## src/rtl/bounce_gen.sv

```systemverilog
// Switch-bounce emulator: chatters bounce_out for BOUNCE cycles after each level_in edge, then settles.
// Optional macro BOUNCE_GEN_DECAY_EN makes the second half of each window decay toward the target.
module bounce_gen #(
  parameter int          W      = 16,
  parameter int          BOUNCE = 50000,
  parameter logic [15:0] SEED   = 16'hACE1
) (
  input  logic clk,
  input  logic rst_n,
  input  logic level_in,
  output logic bounce_out,
  output logic busy,
  output logic settle_tick
);

  // state     | meaning
  // IDLE0     | settled low, waiting for level_in=1
  // BOUNCE_UP | chattering toward 1
  // IDLE1     | settled high, waiting for level_in=0
  // BOUNCE_DN | chattering toward 0
  localparam logic [1:0] IDLE0     = 2'd0;
  localparam logic [1:0] BOUNCE_UP = 2'd1;
  localparam logic [1:0] IDLE1     = 2'd2;
  localparam logic [1:0] BOUNCE_DN = 2'd3;

  localparam logic [W-1:0] CNT_LOAD = W'(BOUNCE - 1);
  localparam logic [W-1:0] CNT_ONE  = {{(W-1){1'b0}}, 1'b1};
`ifdef BOUNCE_GEN_DECAY_EN
  localparam logic [W-1:0] CNT_HALF = W'(BOUNCE / 2);
`endif

  logic [1:0]   state_q, state_d;
  logic [W-1:0] cnt_q, cnt_d;
  logic [15:0]  lfsr_q, lfsr_d;
  logic         bounce_q, bounce_d;
  logic         busy_q, busy_d;
  logic         tick_q, tick_d;
  logic         target;
  logic         chatter_en;

  assign lfsr_d = {1'b0, lfsr_q[15:1]} ^ (lfsr_q[0] ? 16'hB400 : 16'h0000);
  assign target = (state_q == BOUNCE_UP);

  always_comb begin
    state_d    = state_q;
    cnt_d      = cnt_q;
    bounce_d   = bounce_q;
    busy_d     = busy_q;
    tick_d     = 1'b0;
    chatter_en = 1'b0;
    case (state_q)
      IDLE0: begin
        if (level_in) begin
          state_d    = BOUNCE_UP;
          cnt_d      = CNT_LOAD;
          busy_d     = 1'b1;
          chatter_en = 1'b1;
        end
      end
      IDLE1: begin
        if (!level_in) begin
          state_d    = BOUNCE_DN;
          cnt_d      = CNT_LOAD;
          busy_d     = 1'b1;
          chatter_en = 1'b1;
        end
      end
      BOUNCE_UP, BOUNCE_DN: begin
        if (level_in != target) begin
          state_d    = (state_q == BOUNCE_UP) ? BOUNCE_DN : BOUNCE_UP;
          cnt_d      = CNT_LOAD;
          chatter_en = 1'b1;
        end else if (cnt_q != '0) begin
          cnt_d      = cnt_q - CNT_ONE;
          chatter_en = 1'b1;
        end else begin
          bounce_d = target;
          busy_d   = 1'b0;
          tick_d   = 1'b1;
          state_d  = (state_q == BOUNCE_UP) ? IDLE1 : IDLE0;
        end
      end
      default: state_d = IDLE0;
    endcase

    // Whenever chatter is produced, level_in already equals the new window's target.
    if (chatter_en) begin
`ifdef BOUNCE_GEN_DECAY_EN
      if (cnt_d < CNT_HALF) begin
        bounce_d = (lfsr_q[1:0] == 2'b00) ? ~level_in : level_in;
      end else begin
        bounce_d = lfsr_q[0];
      end
`else
      bounce_d = lfsr_q[0];
`endif
    end
  end

  always_ff @(posedge clk or negedge rst_n) begin
    if (!rst_n) begin
      state_q  <= IDLE0;
      cnt_q    <= '0;
      lfsr_q   <= SEED;
      bounce_q <= 1'b0;
      busy_q   <= 1'b0;
      tick_q   <= 1'b0;
    end else begin
      state_q  <= state_d;
      cnt_q    <= cnt_d;
      lfsr_q   <= lfsr_d;
      bounce_q <= bounce_d;
      busy_q   <= busy_d;
      tick_q   <= tick_d;
    end
  end

  assign bounce_out  = bounce_q;
  assign busy        = busy_q;
  assign settle_tick = tick_q;

endmodule
```

## config.mk

```make
export PLATFORM = sky130hd
export DESIGN_NAME = bounce_gen
export DESIGN_NICKNAME = d
export VERILOG_FILES = /design/src/rtl/bounce_gen.sv
export SDC_FILE = /design/constraint.sdc
export NUM_CORES = 1
export LEC_CHECK = 0
export CORE_MARGIN = 4
export CORE_UTILIZATION = 60
export CTS_CLUSTER_DIAMETER = 80
export DETAILED_ROUTE_END_ITERATION = 8
export PLACE_DENSITY = 0.81
export SLEW_MARGIN = 20
export SYNTH_ARGS = -nofsm -noshare
export SYNTH_HDL_FRONTEND = slang
export SYNTH_SLANG_ARGS = --single-unit
```

## constraint.sdc

```tcl
create_clock -name clk -period 3.1 [get_ports clk]
set_clock_uncertainty 0.15 [all_clocks]
set_input_delay 0.62 -clock clk [delete_from_list [all_inputs] [get_ports clk]]
set_output_delay 0.62 -clock clk [all_outputs]
set_load 0.01 [all_outputs]
```

==> flow_summary.yaml <==
detailed_routing:
  drtPass1Iterations: 4
  via_per_inst: 6.71
  ant_nets: 0
  wl_per_cell_um: 18.8
  dr_wl_met3_um: 210
  vias: 1476
  routed_wirelength_mm: 4.14
  wl_met2_mm: 2.05
  drcViolationCount: 0
  drt-met1-wl_mm: 1.79
  top_layer: "met4"
  drtIter0Drc: 141
clock_network:
  clock_path_buffers: 2
  cts_made_buffers: 5
  ctsResizeCount: 0
  post-cts-setup-buffers: 0
  cts_hold_buf: 0
  clock_latency_ns: 0.35
  htree_levels: 2
  cts_tree: "yes"
  clock-sinks: 37
  clockRootBuffer: "clkbuf_4"
  clk_pin_slew_ns: 0.12
placed_design:
  hpwl_mm: 2.98
  port_buffers: 5
  dp.cells: 212
  dp_slack_ns: 0.433
  gp_congestion: 0.892
  placed_area_um2: 1990
grt:
  first_global_vias: 1468
  grt_use_total: 0.224
  grt_max_degree: 38
  antenna_found_initial: 0
  grt_pass1_wl_mm: 7.04
  overflow: 0
logic_synthesis:
  syn-instance-count: 173
  netlist_area_um2: 1870
  async_flop_share: 1.00
  yosysWarnings: 0
  synth_edf_count: 0
  synth_cell_type_count: 45
  ys_ff_latch: 37
  synth_nets: 183
  synth_area_per_cell_um2: 10.8
  seq_area_frac_synth: 0.501
  synth_ff_type: "dfrtp_1"
layout:
  area_delta_synth_final_pct: 10.7
  antenna_cells: 0
  seq_area_um2: 936
  final_area_um2: 2070
  final_cells: 220
  nFillCells: 223
  layout-drive-gt1-share: 0.164
  nNetsFinal: 198
  multiInputGateArea_um2: 897
floorplan:
  rows: 19
  initial_core_util: 0.654
  coreArea_um2: 2850
  fp.dieW_um: 63.8
  dieArea_um2: 4070
  io_pins: 6
  die_y_um: 63.8
sta:
  slew_headroom: 0.511
  max_freq_ghz: 0.403
  worst-slew-pin-transition_ns: 0.728
  post-route-period-util: 0.801
  hold_violations: 0
  drv_slew: 0
  rsz0062_at_grt: "false"
  setup_violations: 0
  tns_ns: 0
  min_period_ns: 2.48
  finalWorstSetupSlack_ns: 0.617
worst_setup_path:
  path_class: "register to register"
  cp_slowest_cell: "or3b_2"
  worstPathArrival_ns: 2.57
  max_stage_delay_ns: 0.52
  cp-start-kind: "register"
  cp-end-kind: "register"
  crit_path_cell_trace: "inv_1, ha_1, or3b_2, nor4_4, o21ai_2, mux2_4"
  worstPathMaxFanout: 7
  required_ns: 3.18
run:
  drv_cap: 0
power_and_ir_drop:
  leakage_uw: 0.000839
  powerDensity_nw_per_um2: 680
  ir_drop_mv: 0.516
run_status:
  status: "finished, final reports clean"
hold_path:
  hold_path.class: "register to register"
## per-stage QoR
stage	utilization	total power (uW)	hold WS, ns
final	0.724	1400	0.201
after global routing	0.724	1500	0.216
after CTS	0.724	1410	0.207
after detailed placement	0.697	1080	0.186
after global placement	0.697	1050	0.186
after floorplan	-	933	0.174
## worst max-delay path, delay by kind of cell, from the launching register on
family / cells / cell delay [ns]
simple gates: 2 / 1.02
flops: 1 / 0.44
mux: 1 / 0.30
fa+ha+maj: 1 / 0.24
compound gates: 1 / 0.12
buf+inv: 1 / 0.11
## path summary, 6_finish.rpt
kind                       startpoint         end  slack, ns  cells after the start
max                          cnt_q[0]  state_q[1]       0.62                      6
min                         lfsr_q[9]   lfsr_q[8]       0.20                      0
max reg2reg                  cnt_q[0]  state_q[1]       0.62                      6
min reg2reg                 lfsr_q[9]   lfsr_q[8]       0.20                      0
max in group asynchronous       rst_n  lfsr_q[11]       1.91                      2
min in group asynchronous       rst_n   cnt_q[10]       0.52                      2
## cell type report
type | count | area share
clock inverters | 2 | 0.0170
repair buffers | 11 | 0.0460
well taps | 31 | 0.0188
flip-flops and latches | 37 | 0.453
clock buffers | 6 | 0.0200
inverters | 6 | 0.0109
multi-input cells | 127 | 0.434
## cells by family after synthesis
logic type / after synthesis / share of synthesized area
AO/OA/AOI/OAI: 51 / 0.200
XOR/XNOR: 3 / 0.0141
adder cells (fa/ha/maj): 7 / 0.0469
buffers and inverters: 9 / 0.0181
flip-flops: 37 / 0.501
multiplexers: 3 / 0.0194
AND/OR/NAND/NOR: 63 / 0.200
## cell usage in the layout, fill, tap and decap left out, drive strengths merged, types with 3 or more instances in the layout
cell	n
a21oi	6
buf	6
clkbuf	6
clkdlybuf4s50	5
dfrtp	29
dfstp	8
ha	7
inv	6
nand2	11
nand4	5
nor2	12
nor2b	4
nor3b	4
nor4	8
o211ai	3
o21ai	16
o311ai	5
o31ai	4
o41ai	5
or4	4
xor2	3
## state kept, by name (all words and copies together), names as in the netlist
signal / cells
lfsr_q: 16
settle_tick: 1
busy: 1
bounce_out: 1
state_q: 2
cnt_q: 16
## synth_stat cells (2+ instances only)
cell type	instances	share of area
clkbuf_1	3	0.0060
nor2_1	12	0.024
a2bb2oi_1	2	0.0094
nor2b_1	4	0.013
nor3b_1	4	0.016
o311ai_0	5	0.023
o21ai_0	14	0.038
and4_1	2	0.0094
nand4_1	5	0.017
nand3_1	2	0.0054
dfrtp_1	29	0.39
or4_4	2	0.012
dfstp_2	8	0.11
nor4_1	7	0.023
o31ai_1	4	0.016
nor3_1	2	0.0054
a211oi_1	2	0.0080
nand2b_1	2	0.0067
o41ai_1	5	0.023
nand2_1	11	0.022
xor2_1	3	0.014
inv_1	6	0.012
o211ai_1	3	0.012
or3b_2	2	0.0094
a21oi_1	6	0.016
or3_1	2	0.0067
or4_1	2	0.0080
ha_1	7	0.047
## power by group
part / total, uW / switching [uW] / internal, uW
Sequential: 554 / 39.2 / 515
Combinational: 525 / 317 / 208
Clock: 326 / 157 / 169
## routing by layer
layer | up-vias | global-route usage
met3 | 9 | 0.0630
met4 | 0 | 0.105
met2 | 54 | 0.351
met5 | - | 0
li1 | 704 | -
met1 | 709 | 0.288
No activity file was read; power rests on OpenSTA's default activity.
